File: src/rtl/sensor_alarm.sv
// Debounces a raw sensor error flag into a latched, ack-cleared alarm with snapshot and event count.
// Optional escalation output/timeout is compiled in when ALARM_ESCALATE_EN is defined.
module sensor_alarm #(
  parameter int DEBOUNCE_CYCLES = 4,
  parameter int CNT_WIDTH       = 8,
  parameter int ESC_CYCLES      = 16
) (
  input  logic                 clk,
  input  logic                 rst,
  input  logic                 error,
  input  logic [3:0]           sensors,
  input  logic                 ack,
  output logic                 alarm,
  output logic [3:0]           alarm_code,
`ifdef ALARM_ESCALATE_EN
  output logic [CNT_WIDTH-1:0] error_count,
  output logic                 escalate
`else
  output logic [CNT_WIDTH-1:0] error_count
`endif
);

  localparam logic [1:0] IDLE       = 2'd0;
  localparam logic [1:0] QUALIFY    = 2'd1;
  localparam logic [1:0] ALARM      = 2'd2;
  localparam logic [1:0] WAIT_CLEAR = 2'd3;

  localparam logic [CNT_WIDTH-1:0] CNT_ONE = CNT_WIDTH'(1);
  localparam logic [CNT_WIDTH-1:0] CNT_MAX = '1;

  logic [1:0]           state_q, state_d;
  logic [7:0]           deb_q, deb_d;
  logic                 alarm_q, alarm_d;
  logic [3:0]           code_q, code_d;
  logic [CNT_WIDTH-1:0] cnt_q, cnt_d;
  logic                 qualify;

  always_comb begin
    state_d = state_q;
    deb_d   = deb_q;
    code_d  = code_q;
    cnt_d   = cnt_q;
    qualify = 1'b0;
    case (state_q)
      IDLE: begin
        if (error) begin
          if (DEBOUNCE_CYCLES == 1) begin
            qualify = 1'b1;
          end else begin
            state_d = QUALIFY;
            deb_d   = 8'd1;
          end
        end
      end
      QUALIFY: begin
        if (!error) begin
          state_d = IDLE;
          deb_d   = 8'd0;
        end else if ({1'b0, deb_q} + 9'd1 >= 9'(DEBOUNCE_CYCLES)) begin
          qualify = 1'b1;
        end else begin
          deb_d = deb_q + 8'd1;
        end
      end
      ALARM: begin
        // A fault still present at ack parks in WAIT_CLEAR so it is counted once.
        if (ack) state_d = error ? WAIT_CLEAR : IDLE;
      end
      WAIT_CLEAR: begin
        if (!error) state_d = IDLE;
      end
      default: state_d = IDLE;
    endcase
    if (qualify) begin
      state_d = ALARM;
      deb_d   = 8'd0;
      code_d  = sensors;
      cnt_d   = (cnt_q == CNT_MAX) ? cnt_q : cnt_q + CNT_ONE;
    end
    alarm_d = (state_d == ALARM);
  end

  always_ff @(posedge clk) begin
    if (rst) begin
      state_q <= IDLE;
      deb_q   <= 8'd0;
      alarm_q <= 1'b0;
      code_q  <= 4'b0000;
      cnt_q   <= '0;
    end else begin
      state_q <= state_d;
      deb_q   <= deb_d;
      alarm_q <= alarm_d;
      code_q  <= code_d;
      cnt_q   <= cnt_d;
    end
  end

  assign alarm       = alarm_q;
  assign alarm_code  = code_q;
  assign error_count = cnt_q;

`ifdef ALARM_ESCALATE_EN
  localparam int ESC_W = $clog2(ESC_CYCLES + 1) + 1;
  localparam logic [ESC_W-1:0] ESC_LIMIT = ESC_W'(ESC_CYCLES);

  logic [ESC_W-1:0] esc_cnt_q, esc_cnt_d;
  logic             escalate_q, escalate_d;

  // Timer runs only while sitting in ALARM unacknowledged; any exit clears it.
  always_comb begin
    esc_cnt_d = esc_cnt_q;
    if (state_d != ALARM) begin
      esc_cnt_d = '0;
    end else if (state_q == ALARM && !ack && esc_cnt_q != ESC_LIMIT) begin
      esc_cnt_d = esc_cnt_q + ESC_W'(1);
    end
    escalate_d = (state_d == ALARM) && (escalate_q || esc_cnt_d == ESC_LIMIT);
  end

  always_ff @(posedge clk) begin
    if (rst) begin
      esc_cnt_q  <= '0;
      escalate_q <= 1'b0;
    end else begin
      esc_cnt_q  <= esc_cnt_d;
      escalate_q <= escalate_d;
    end
  end

  assign escalate = escalate_q;
`endif

endmodule
File: config.mk
export PLATFORM = sky130hd
export DESIGN_NAME = sensor_alarm
export DESIGN_NICKNAME = d
export VERILOG_FILES = /design/src/rtl/sensor_alarm.sv
export SDC_FILE = /design/constraint.sdc
export NUM_CORES = 1
export LEC_CHECK = 0
export CORE_MARGIN = 10
export CORE_UTILIZATION = 40
export CTS_BUF_LIST = sky130_fd_sc_hd__clkbuf_16
export DETAILED_ROUTE_END_ITERATION = 12
export GPL_ROUTABILITY_DRIVEN = 0
export PLACE_DENSITY = 0.71
export REMOVE_ABC_BUFFERS = 1
export SLEW_MARGIN = 0
export SYNTH_ARGS = -nofsm -noshare
export SYNTH_HDL_FRONTEND = slang
export SYNTH_SLANG_ARGS = --single-unit
File: constraint.sdc
create_clock -name clk -period 2.1 [get_ports clk]
set_input_delay 0.42 -clock clk [delete_from_list [all_inputs] [get_ports clk]]
set_output_delay 0.42 -clock clk [all_outputs]
set_load 0.02 [all_outputs]
# After elaboration in Yosys (flattened, before gate mapping)
# Index checks and enable logic that the tools add are counted.
[word_totals] regBits=23 out_inout_bits=13
[op_classes] addsub=3 n_lt_le_gt_ge=1 eq_ne=7 muxes=13 bitwise_logic=1 n_reduce_logical=6
[op_table] cell="two-way mux 8 bit" n=3
[op_table] cell="adder 8 x 1 -> 8 bit, second input constant" n=2
[op_table] cell="one-hot mux 8 bit (2 select lines)" n=1
[op_table] cell="two-way mux 2 bit" n=5
[op_table] cell="adder 8 x 1 -> 9 bit, second input constant" n=1
[op_table] cell="greater-or-equal comparator 9 x 3 -> 1 bit, second input constant" n=1
[op_table] cell="== test 8 bit, second input constant" n=1
[op_table] cell="== test 2 bit, second input constant" n=3
[op_table] cell="one-hot mux 2 bit (3 select lines)" n=1
[op_table] cell="OR reduction 2 bit" n=2
[op_table] cell="two-way mux 1 bit" n=3
[op_table] cell="inequality test 3 bit, second input constant" n=1
[op_table] cell="AND reduction 3 bit" n=1
[op_table] cell="== test 2 x 1 -> 1 bit, second input constant" n=1
[op_table] cell="zero test 2 bit" n=1
[op_table] cell="inequality test 2 bit, second input constant" n=1
[op_table] cell="AND reduction 2 bit" n=1
[op_table] cell="nonzero test 2 bit" n=1
[op_table] cell="NOT 1 bit" n=1

# Logic depth before layout (Yosys ltp)
[depth] depth_word=7 mapped_depth=8 mapped_depth_nobuf=7

# Worst setup path after synthesis
# Ideal clock, no wire load.
[synth_timing] path_kind="register to register" startpoint="register deb_q[0]" endpoint="register code_q[0] (netlist: alarm_code[0])" setup_time_ps=128 arrival_time_ps=1964 t_required_ps=1972 path_slack_ps=8 stages_incl_launch_ff=9 path_buffers=1 period_less_slack_ps=2092 cell_sequence="dfxtp_1 -> ha_1 -> and2_1 -> or2b_1 -> mux2_4 -> o31ai_2 -> buf_6 -> mux2i_1 -> nor2_1"
[synth_between] elab_chain_len=5
[synth_rtl] element="from (decl)" line_no="32" text="logic [7:0] deb_q, deb_d;"
[synth_rtl] element="from (signal assigned)" line_no="86" text="deb_q <= 8'd0;"
[synth_rtl] element="from (signal assigned)" line_no="92" text="deb_q <= deb_d;"
[synth_rtl] element="adder 8 x 1 -> 9 bit" line_no="59" text="end else if ({1'b0, deb_q} + 9'd1 >= 9'(DEBOUNCE_CYCLES)) begin"
[synth_rtl] element="greater-or-equal comparator 9 x 3 -> 1 bit" line_no="59"
[synth_rtl] element="two-way mux 1 bit" line_no="59"
[synth_rtl] element="two-way mux 1 bit" line_no="56" text="if (!error) begin"
[synth_rtl] element="two-way mux 1 bit" line_no="44" text="case (state_q)"
[synth_rtl] element="to (signal assigned)" line_no="94" text="code_q <= code_d;"
[synth_rtl] element="to (decl)" line_no="34" text="logic [3:0] code_q, code_d;"
# No other way between the ends.
# A chain may end at the register's enable or synchronous reset.

# Worst setup path after layout
[layout_timing] startpoint="register deb_q[1]" endpoint="register code_q[1] (netlist: alarm_code[1])"
# The elaborated chain is that of the path after synthesis.

==> results.md <==
* WHS Endpoint: deb_q[7]
* Drt drc at 0
* Nets@finish at 163
* Hold Path Depth at 1
* Post-Syn Instances at 116
* Die width at 72.1 um
* Initial Utilization at 0.427
* GR Util All Layers at 0.102
* Unique cell type count in the Yosys netlist at 40
* CP endpoint kind: register
* Register area share after synthesis at 0.424
* Req. time, crit path at 2.24 ns
* H-tree depth at 1
* First-pass GRT wire length at 4230 um
* Final Hold Vio Count at 0
* Leak Pwr at 0.587 nW
* Clk Tree Root Cell: clkbuf_16
* Synth async-reset ratio at 0
* Die area at 5200 um^2
* Number of synthesized flops with an enable pin at 0
* Chip height at 72.1 um
* VDD IR max at 736 uV
* Via-to-Cell Ratio at 5.38
* Clock skew at 0.00318 ns
* Layout cells sized above 1 at 0.272
* Vias in the first global route at 876
* R2r setup slk at 0.09 ns
* Area Growth Syn to Fin at 45.0%
* Status: complete, no violations
* R2r startpoint: deb_q[1]
* Worst-path fanout max at 5
* Synth Register Bits at 23
* Finished Layout Cells at 181
* Initial antenna violation count at 0
* Hold_sp: deb_q[7]
* RSZ-0062 raised after global routing: yes
* Cell Area, Synth at 1090 um^2
* Clock Sinks at 23
* Pre-antenna DRT Iters at 4
* Placed cell count at 176
* Largest net degree at the start of global routing at 14
* Top-level I/O count at 21
* Reg clk slew, reported paths at 0.06 ns
* Clk buf depth at 2
* CTS Buf Count at 3
* Core Area at 2540 um^2
* Max-slew violation count at 0
* Overall Power at 907 uW
* FF-to-FF path depth at 8
* Synth warn at 0
* Critical Path Start: deb_q[1]
* Final core occ at 0.619
* Arrival @ worst endpoint at 2.15 ns
* Achievable frequency at 0.497 GHz
* Clk Latency, worst-skew pair at 0.26 ns
* Reg-to-reg endpoint: alarm_code[1]
* FP Rows at 18
* Hold crit path type: register to register
* Max_cap viols at 0
* Minimum clock period at 2.01 ns
* Hold WS at 0.498 ns
* Wirelength, routed at 2660 um
* Slew margin rel. at 0.787
* ANT cells at 0
* Critical path startpoint category: register
* Power Density at 576 nW/um^2
* CTS tree: built
* Via count at 974
* Slew @ Worst Pin at 0.318 ns
* Routed length per placed instance at 14.7 um
* WS Path Type: register to register
* Fin crit share at 0.957
* Routed Antenna Nets at 0
* Overflow after GRT at 0
* Port bufs at 20
* DRT iter0 DRCs at 40
* Final number of setup-violating endpoints at 0
* Avg Cell Area, Syn at 9.36 um^2
* Main synth FF type: dfxtp_1
* Post-DP HPWL at 1910 um
==> stage by stage <==
stage	cell area, um^2	setup TNS (ns)	worst slack, ns
after floorplan	1070	-2.26	-0.253
after global placement	1400	-0.210	-0.0869
after detailed placement	1400	-0.479	-0.143
after CTS	1490	-0.0103	-0.0103
after global routing	1580	-0.0125	-0.0125
final	1580	0	0.0897
==> area by class of cell <==
cell class                 instances  area, um^2
fill                             210         970
multi-input combinational         86         662
sequential                        23         464
timing repair buffer              34         317
clock buffer                       3        75.1
tap                               30        37.5
inverter                           4        15.0
clock inverter                     1        5.00
==> report_power, final <==
part	internal (mW)	switching, mW	total (mW)
combinational	0.0249	0.0217	0.0466
clock	0.256	0.161	0.417
sequential	0.440	0.00345	0.443
total	0.721	0.186	0.907
==> worst max path at each step <==
stage                          end  slack (ns)  cells past startpoint
detailed placement  error_count[3]       -0.14                      6
global placement    error_count[7]       -0.09                      5
global route         alarm_code[1]       -0.01                      8
finish               alarm_code[1]        0.09                      8
floorplan           error_count[2]       -0.25                      7
CTS                  alarm_code[1]       -0.01                      8
==> cells by family after synthesis <==
family	synth area share
AOI/OAI and AO/OA	0.156
xor gates and xnor gates	0.00807
adders and majority gates	0.0346
buffers and inverters	0.0311
DFF	0.424
muxes	0.0703
and+or+nand+nor	0.277
==> cell usage after synthesis (all sizes together), types with 2 or more instances <==
| master | number | area, um^2 |
|---|---|---|
| nand2 | 7 | 26.3 |
| o21a | 2 | 15.0 |
| mux2i | 5 | 50.1 |
| mux2 | 2 | 26.3 |
| dfxtp | 23 | 460 |
| ha | 3 | 37.5 |
| clkbuf | 2 | 7.51 |
| nand4 | 2 | 12.5 |
| o21ai | 4 | 20.0 |
| o31ai | 3 | 27.5 |
| nor3 | 3 | 31.3 |
| nor2 | 15 | 66.3 |
| or3 | 3 | 18.8 |
| inv | 4 | 15.0 |
| or4 | 3 | 22.5 |
| nand3 | 5 | 30.0 |
| and2 | 7 | 43.8 |
| a21oi | 9 | 45.0 |
==> critical path, stage by stage, from the launching register on <==
cell and delay, ns:
dfxtp_2 0.36, ha_4 0.14, and2_4 0.14, a21oi_1 0.06, o32a_2 0.43, o31ai_4 0.33, buf_6 0.17, mux2i_1 0.19
nor2_1 0.06
==> timing repair <==
item | 4_1_cts | 5_1_grt
setup endpoints to repair | 4 | 15
buffers inserted | 0 | 1
hold buffers | 0 | 0
gates resized for setup | 1 | 18
pin swaps | 1 | 7
==> metal layers <==
| metal | wire length (um) | part of all wire | up-vias | track usage |
|---|---|---|---|---|
| li1 | - | - | 487 | - |
| met5 | 0 | 0 | - | 0 |
| met3 | 176 | 0.066 | 4 | 0.0531 |
| met2 | 1250 | 0.47 | 14 | 0.155 |
| met4 | 36 | 0.014 | 0 | 0.0387 |
| met1 | 1200 | 0.45 | 469 | 0.119 |
==> cells in the final DEF, fill, tap and decap left out, types with 2 or more instances in the layout <==
| cell type | count |
|---|---|
| dfxtp_1 | 20 |
| buf_4 | 11 |
| nand4_1 | 2 |
| o21ai_0 | 3 |
| clkdlybuf4s50_1 | 20 |
| o31ai_1 | 2 |
| nand2_1 | 7 |
| or4_1 | 2 |
| o21a_1 | 2 |
| dfxtp_2 | 3 |
| a21oi_2 | 3 |
| nand3_1 | 4 |
| nor3_2 | 2 |
| buf_6 | 3 |
| inv_1 | 4 |
| mux2i_1 | 5 |
| a21oi_1 | 6 |
| nor2_1 | 13 |
| and2_1 | 6 |
| or3_1 | 3 |
| clkbuf_16 | 3 |
==> state kept, by name (all words and copies together), names as in the netlist <==
register / count
alarm_code: 4
alarm: 1
state_q: 2
error_count: 8
deb_q: 8
Power figures use the tool's default switching activity.
